===== src/rtl/usr_mem_pkg.sv =====
// Shared constants for the user memory arbiter and its parent: requester count,
// default SRAM geometry, macro tie-offs and the 2-way round-robin pick helper.
package usr_mem_pkg;

    localparam int NREQ       = 2;
    localparam int BDADDR_DEF = 10;
    localparam int BDWORD_DEF = 16;

    localparam logic [2:0] EMA_TIE      = 3'b010;
    localparam logic       COLLDISN_TIE = 1'b1;
    localparam logic       RET1N_TIE    = 1'b1;

    // Requester the pointer favours when both ask; a lone requester always wins.
    function automatic logic [NREQ-1:0] rr_pick(input logic [NREQ-1:0] req, input logic ptr);
        logic [NREQ-1:0] pick;
        case (req)
            2'b01:   pick = 2'b01;
            2'b10:   pick = 2'b10;
            2'b11:   pick = ptr ? 2'b10 : 2'b01;
            default: pick = 2'b00;
        endcase
        return pick;
    endfunction

endpackage


===== src/rtl/usr_mem_arb_rr_arb2.sv =====
// Two-way round-robin arbiter with a per-requester grant mask and a 1-bit
// priority pointer that flips past the winner and holds when nothing is granted.
module rr_arb2
    import usr_mem_pkg::*;
(
    input  logic            clk,
    input  logic            rst,
    input  logic [NREQ-1:0] req,
    input  logic [NREQ-1:0] mask,
    output logic [NREQ-1:0] cand,
    output logic [NREQ-1:0] gnt
);

    logic ptr_q;
    logic ptr_d;

    // Candidate selection, masked grant and next pointer.
    always_comb begin
        cand = rr_pick(req, ptr_q);
        if (rst) begin
            gnt = 2'b00;
        end else begin
            gnt = cand & ~mask;
        end
        if (|gnt) begin
            ptr_d = gnt[0];
        end else begin
            ptr_d = ptr_q;
        end
    end

    // Priority pointer state.
    always_ff @(posedge clk or posedge rst) begin
        if (rst) begin
            ptr_q <= 1'b0;
        end else begin
            ptr_q <= ptr_d;
        end
    end

endmodule


===== src/rtl/usr_mem_arb.sv =====
// Arbitrates two requesters onto the read and write ports of a two-port SRAM
// macro owned by the parent; a read colliding with the same-cycle write waits.
module usr_mem_arb
    import usr_mem_pkg::*;
#(
    parameter int BDADDR = BDADDR_DEF,
    parameter int BDWORD = BDWORD_DEF
) (
    input  logic                   clk,
    input  logic                   rst,
    input  logic [NREQ-1:0]        rd_req,
    input  logic [NREQ*BDADDR-1:0] rd_addr,
    output logic [NREQ-1:0]        rd_gnt,
    output logic [BDWORD-1:0]      rd_word,
    output logic [NREQ-1:0]        rd_vld,
    input  logic [NREQ-1:0]        wr_req,
    input  logic [NREQ*BDADDR-1:0] wr_addr,
    input  logic [NREQ*BDWORD-1:0] wr_word,
    output logic [NREQ-1:0]        wr_gnt,
    output logic                   mem_cena,
    output logic [BDADDR-1:0]      mem_aa,
    input  logic [BDWORD-1:0]      mem_qa,
    output logic                   mem_cenb,
    output logic [BDADDR-1:0]      mem_ab,
    output logic [BDWORD-1:0]      mem_db,
    output logic [BDWORD-1:0]      mem_wenb
);

    logic [NREQ-1:0]   rd_cand_s;
    logic [NREQ-1:0]   rd_mask_s;
    logic [NREQ-1:0]   wr_cand_s;
    logic [BDADDR-1:0] rd_cand_addr_s;
    logic              collide_s;
    logic [NREQ-1:0]   rd_vld_q;
    logic [NREQ-1:0]   rd_vld_d;

    rr_arb2 u_rd_arb (
        .clk  (clk),
        .rst  (rst),
        .req  (rd_req),
        .mask (rd_mask_s),
        .cand (rd_cand_s),
        .gnt  (rd_gnt)
    );

    rr_arb2 u_wr_arb (
        .clk  (clk),
        .rst  (rst),
        .req  (wr_req),
        .mask (2'b00),
        .cand (wr_cand_s),
        .gnt  (wr_gnt)
    );

    // Port muxing and collision detection; idle ports show requester-0 fields.
    always_comb begin
        if (rd_cand_s[1]) begin
            rd_cand_addr_s = rd_addr[BDADDR +: BDADDR];
        end else begin
            rd_cand_addr_s = rd_addr[0 +: BDADDR];
        end
        if (wr_cand_s[1]) begin
            mem_ab = wr_addr[BDADDR +: BDADDR];
            mem_db = wr_word[BDWORD +: BDWORD];
        end else begin
            mem_ab = wr_addr[0 +: BDADDR];
            mem_db = wr_word[0 +: BDWORD];
        end
        // Write commits on the coming edge, so a same-address read must wait a cycle.
        collide_s = (|wr_gnt) && (|rd_cand_s) && (rd_cand_addr_s == mem_ab);
        rd_mask_s = {NREQ{collide_s}};
        if (rd_gnt[1]) begin
            mem_aa = rd_addr[BDADDR +: BDADDR];
        end else begin
            mem_aa = rd_addr[0 +: BDADDR];
        end
        mem_cena = ~(|rd_gnt);
        mem_cenb = ~(|wr_gnt);
        mem_wenb = {BDWORD{mem_cenb}};
        rd_vld_d = rd_gnt;
    end

    // Read-valid tracks the grant one cycle later, matching macro latency.
    always_ff @(posedge clk or posedge rst) begin
        if (rst) begin
            rd_vld_q <= 2'b00;
        end else begin
            rd_vld_q <= rd_vld_d;
        end
    end

    assign rd_vld  = rd_vld_q;
    assign rd_word = mem_qa;

endmodule


===== config.mk =====
export PLATFORM = sky130hd
export DESIGN_NAME = usr_mem_arb
export DESIGN_NICKNAME = d
export VERILOG_FILES = /design/src/rtl/usr_mem_pkg.sv /design/src/rtl/usr_mem_arb_rr_arb2.sv /design/src/rtl/usr_mem_arb.sv
export SDC_FILE = /design/constraint.sdc
export NUM_CORES = 1
export LEC_CHECK = 0
export ABC_AREA = 0
export BUFFER_PORTS_ARGS = -buffer_cell sky130_fd_sc_hd__buf_2
export CORE_ASPECT_RATIO = 1.1
export CORE_MARGIN = 3
export CORE_UTILIZATION = 37
export CTS_BUF_LIST = sky130_fd_sc_hd__clkbuf_4 sky130_fd_sc_hd__clkbuf_8
export DETAILED_ROUTE_END_ITERATION = 8
export PLACE_DENSITY = 0.95
export SLEW_MARGIN = 20
export SYNTH_ARGS = -nofsm -noshare
export SYNTH_HDL_FRONTEND = slang
export SYNTH_SLANG_ARGS = --single-unit

===== constraint.sdc =====
create_clock -name clk -period 3.4 [get_ports clk]
set_input_delay 0 -clock clk [delete_from_list [all_inputs] [get_ports clk]]
set_output_delay 0 -clock clk [all_outputs]
set_load 0.02 [all_outputs]

==> metrics.yaml <==
floorplanning:
  fp.dieH_um: 70.7
  io_pins: 170
  core_area_um2: 3500
  rows: 22
  fp.dieArea_um2: 4580
  die_w_um: 64.8
  start_util_pct: 40.3
route:
  wl_per_cell_um: 15.1
  drc: 0
  vias: 1661
  drtIter0Drc: 69
  via_per_inst: 5.16
  wl_mm: 4.86
  drt_pass1_iterations: 4
  ant_nets: 0
setup_path:
  cpPeakStageDelay_ns: 0.41
  r2r-start: "u_wr_arb.ptr_q$_DFFE_PP0P_"
  rr_worst_depth: 8
  cp.required_ns: 3.40
  slowest_stage: "o21ai_2"
  cp-end-kind: "output port"
  critPathMostFrequentCell: "mux2_4"
  critPathTopFamily: "simple AND/OR/NAND/NOR gates"
  critical_path_buf_inv_count: 2
  critical_path_arrival_ns: 3.11
  rrSetupSlack_ns: 0.77
  r2r-end: "rd_vld[1]$_DFF_PP0_"
  crit_fanout: 23
  startpoint_type: "register"
  critical_path_class: "register to output port"
  cp_cell_sequence: "nand2b_1, nand2_4, mux2_4, xnor2_1, a32oi_2, o21ai_2, buf_4, mux2_4, buf_2"
sta:
  slew_viol_final: 0
  max_freq_ghz: 0.322
  period_needed_ns: 3.11
  final_hold_viol_count: 0
  setup_viol: 0
  slew_headroom_pct: 71.6
  timing.final.crit_share_pct: 91.3
  setup_slack_ns: 0.295
  skew_ns: 0.00159
  rsz0062_at_grt: "false"
  hold_ws_ns: 0.00000777
  tightest_slew_ns: 0.426
  setup-tns-final_ns: 0
min_path:
  hold_path_depth: 0
  min_to: "rd_word[11]"
  min_from: "mem_qa[11]"
  min_path_type: "input port to output port"
power:
  leakage_nw: 1.08
  power.density_nw_per_um2: 260
  power_mw: 0.498
  ir_drop_v: 0.0000992
clocking:
  cts_buffer_depth: 2
  cts_buffers: 3
  cts_setup_buffers: 0
  cts_resized: 0
  clock-sinks: 4
  clk_pin_slew_ns: 0.04
  clk_latency_ns: 0.23
  clockRootBuffer: "clkbuf_4"
  htreeDepth: 1
  cts_tree: "yes"
global_routing:
  grt_pass1_vias: 1561
  overflow: 0
  grt_max_degree: 24
  antenna_found_initial: 1
  grt_pass1_wl_mm: 7.09
  grtUsageTotal_pct: 19.5
synthesis:
  yosys.area.top_type_share_pct: 17.6
  synth_largest_area_cell: "buf_4"
  yosysSeqAreaShare_pct: 7.11
  yosysMostFrequentCell: "buf_4"
  synth-edff-count: 0
  ys_async_sr_fraction_pct: 100
  synth_cell_types: 41
  ys_top_cells_by_count: "33 x buf_4, 16 x mux2_2, 11 x mux2_4, 11 x nand2_1, 8 x a211oi_1"
  synth_flop_cell: "dfrtp_1"
  yosysWarningCount: 0
  syn-num-nets: 264
  yosys_register_bits: 4
  yosys-top-cells-area: "buf_4 18%, mux2_2 13%, mux2_4 12%, dfrtp_1 7.1%, a211oi_1 4.3%"
  synth_cells: 170
  synthesis.area_um2: 1410
  avgSynthCellArea_um2: 8.28
place:
  dp_slack_ns: 0.555
  io_buffers: 137
  hpwl_mm: 4.23
  placed_area_um2: 1880
  place_inst: 318
  gp_congestion: 0.809
cells_and_area:
  drive_above_1_share_pct: 65.3
  area_growth_syn_to_layout_pct: 35.8
  antenna_cells: 0
  nets: 370
  fin_util_pct: 54.7
  final_area_um2: 1910
  fin_cells: 322
run_status:
  status: "completed"
job:
  maxCapViolations: 0
how the worst max path moves through the flow:
stage	startpoint	to	slack, ns	depth (start not counted)
after floorplan	wr_req[1]	mem_aa[0]	0.91	7
after global routing	u_wr_arb.ptr_q$_DFFE_PP0P_	mem_aa[5]	0.11	9
after detailed placement	u_wr_arb.ptr_q$_DFFE_PP0P_	mem_aa[5]	0.55	9
final	u_wr_arb.ptr_q$_DFFE_PP0P_	mem_aa[5]	0.29	9
after global placement	u_wr_arb.ptr_q$_DFFE_PP0P_	mem_aa[5]	0.63	9
after CTS	u_wr_arb.ptr_q$_DFFE_PP0P_	mem_aa[5]	0.29	9
cell families (layout without fill, tap and decap cells):
kind of cell	count (synthesis)	in the layout	synth area share, %
multiplexers	29	29	26.0
AO/OA/AOI/OAI	42	42	21.5
flip-flops	4	4	7.11
buffers and inverters	45	149	22.1
XOR/XNOR	6	6	3.73
AND/OR/NAND/NOR	44	44	19.5
layer usage:
| metal | vias up | GRT usage (%) | wire length, um | share of wire, % |
|---|---|---|---|---|
| met5 | - | 0 | 19 | 0.39 |
| li1 | 803 | - | - | - |
| met4 | 2 | 7.28 | 80 | 1.6 |
| met1 | 740 | 20.2 | 1730 | 36 |
| met3 | 14 | 3.97 | 523 | 11 |
| met2 | 102 | 37.5 | 2500 | 51 |
repair_timing:
action                                  CTS  global route
endpoints found under the hold margin     4             0
hold buffers                              1             0
endpoints found under the setup margin    0             0
cells in the final DEF (no fill, tap or decap), types with 5 or more instances in the layout:
| master | synthesis | final |
|---|---|---|
| o21ai_1 | 7 | 7 |
| a211oi_1 | 8 | 8 |
| and3_1 | 7 | 7 |
| buf_2 | 3 | 137 |
| nand3_1 | 7 | 7 |
| inv_1 | 5 | 5 |
| mux2_4 | 11 | 11 |
| mux2_2 | 16 | 16 |
| o211ai_1 | 5 | 5 |
| nand2_1 | 11 | 11 |
| nor2_1 | 6 | 6 |
registers in the layout, summed over array words and instances (netlist names):
name	cells
u_rd_arb.ptr_q	1
u_wr_arb.ptr_q	1
rd_vld	2
power breakdown:
part	switching [mW]	internal, mW
clock	0.0175	0.0393
combinational	0.215	0.166
sequential	0.00540	0.0542
total	0.238	0.260
layout make-up:
type	count	area, um2
tap	48	60.1
clock buffer	3	22.5
timing repair buffer	140	711
fill	353	1580
multi-input combinational	121	996
inverter	6	22.5
sequential	4	100
No activity file was read; power rests on OpenSTA's default activity.
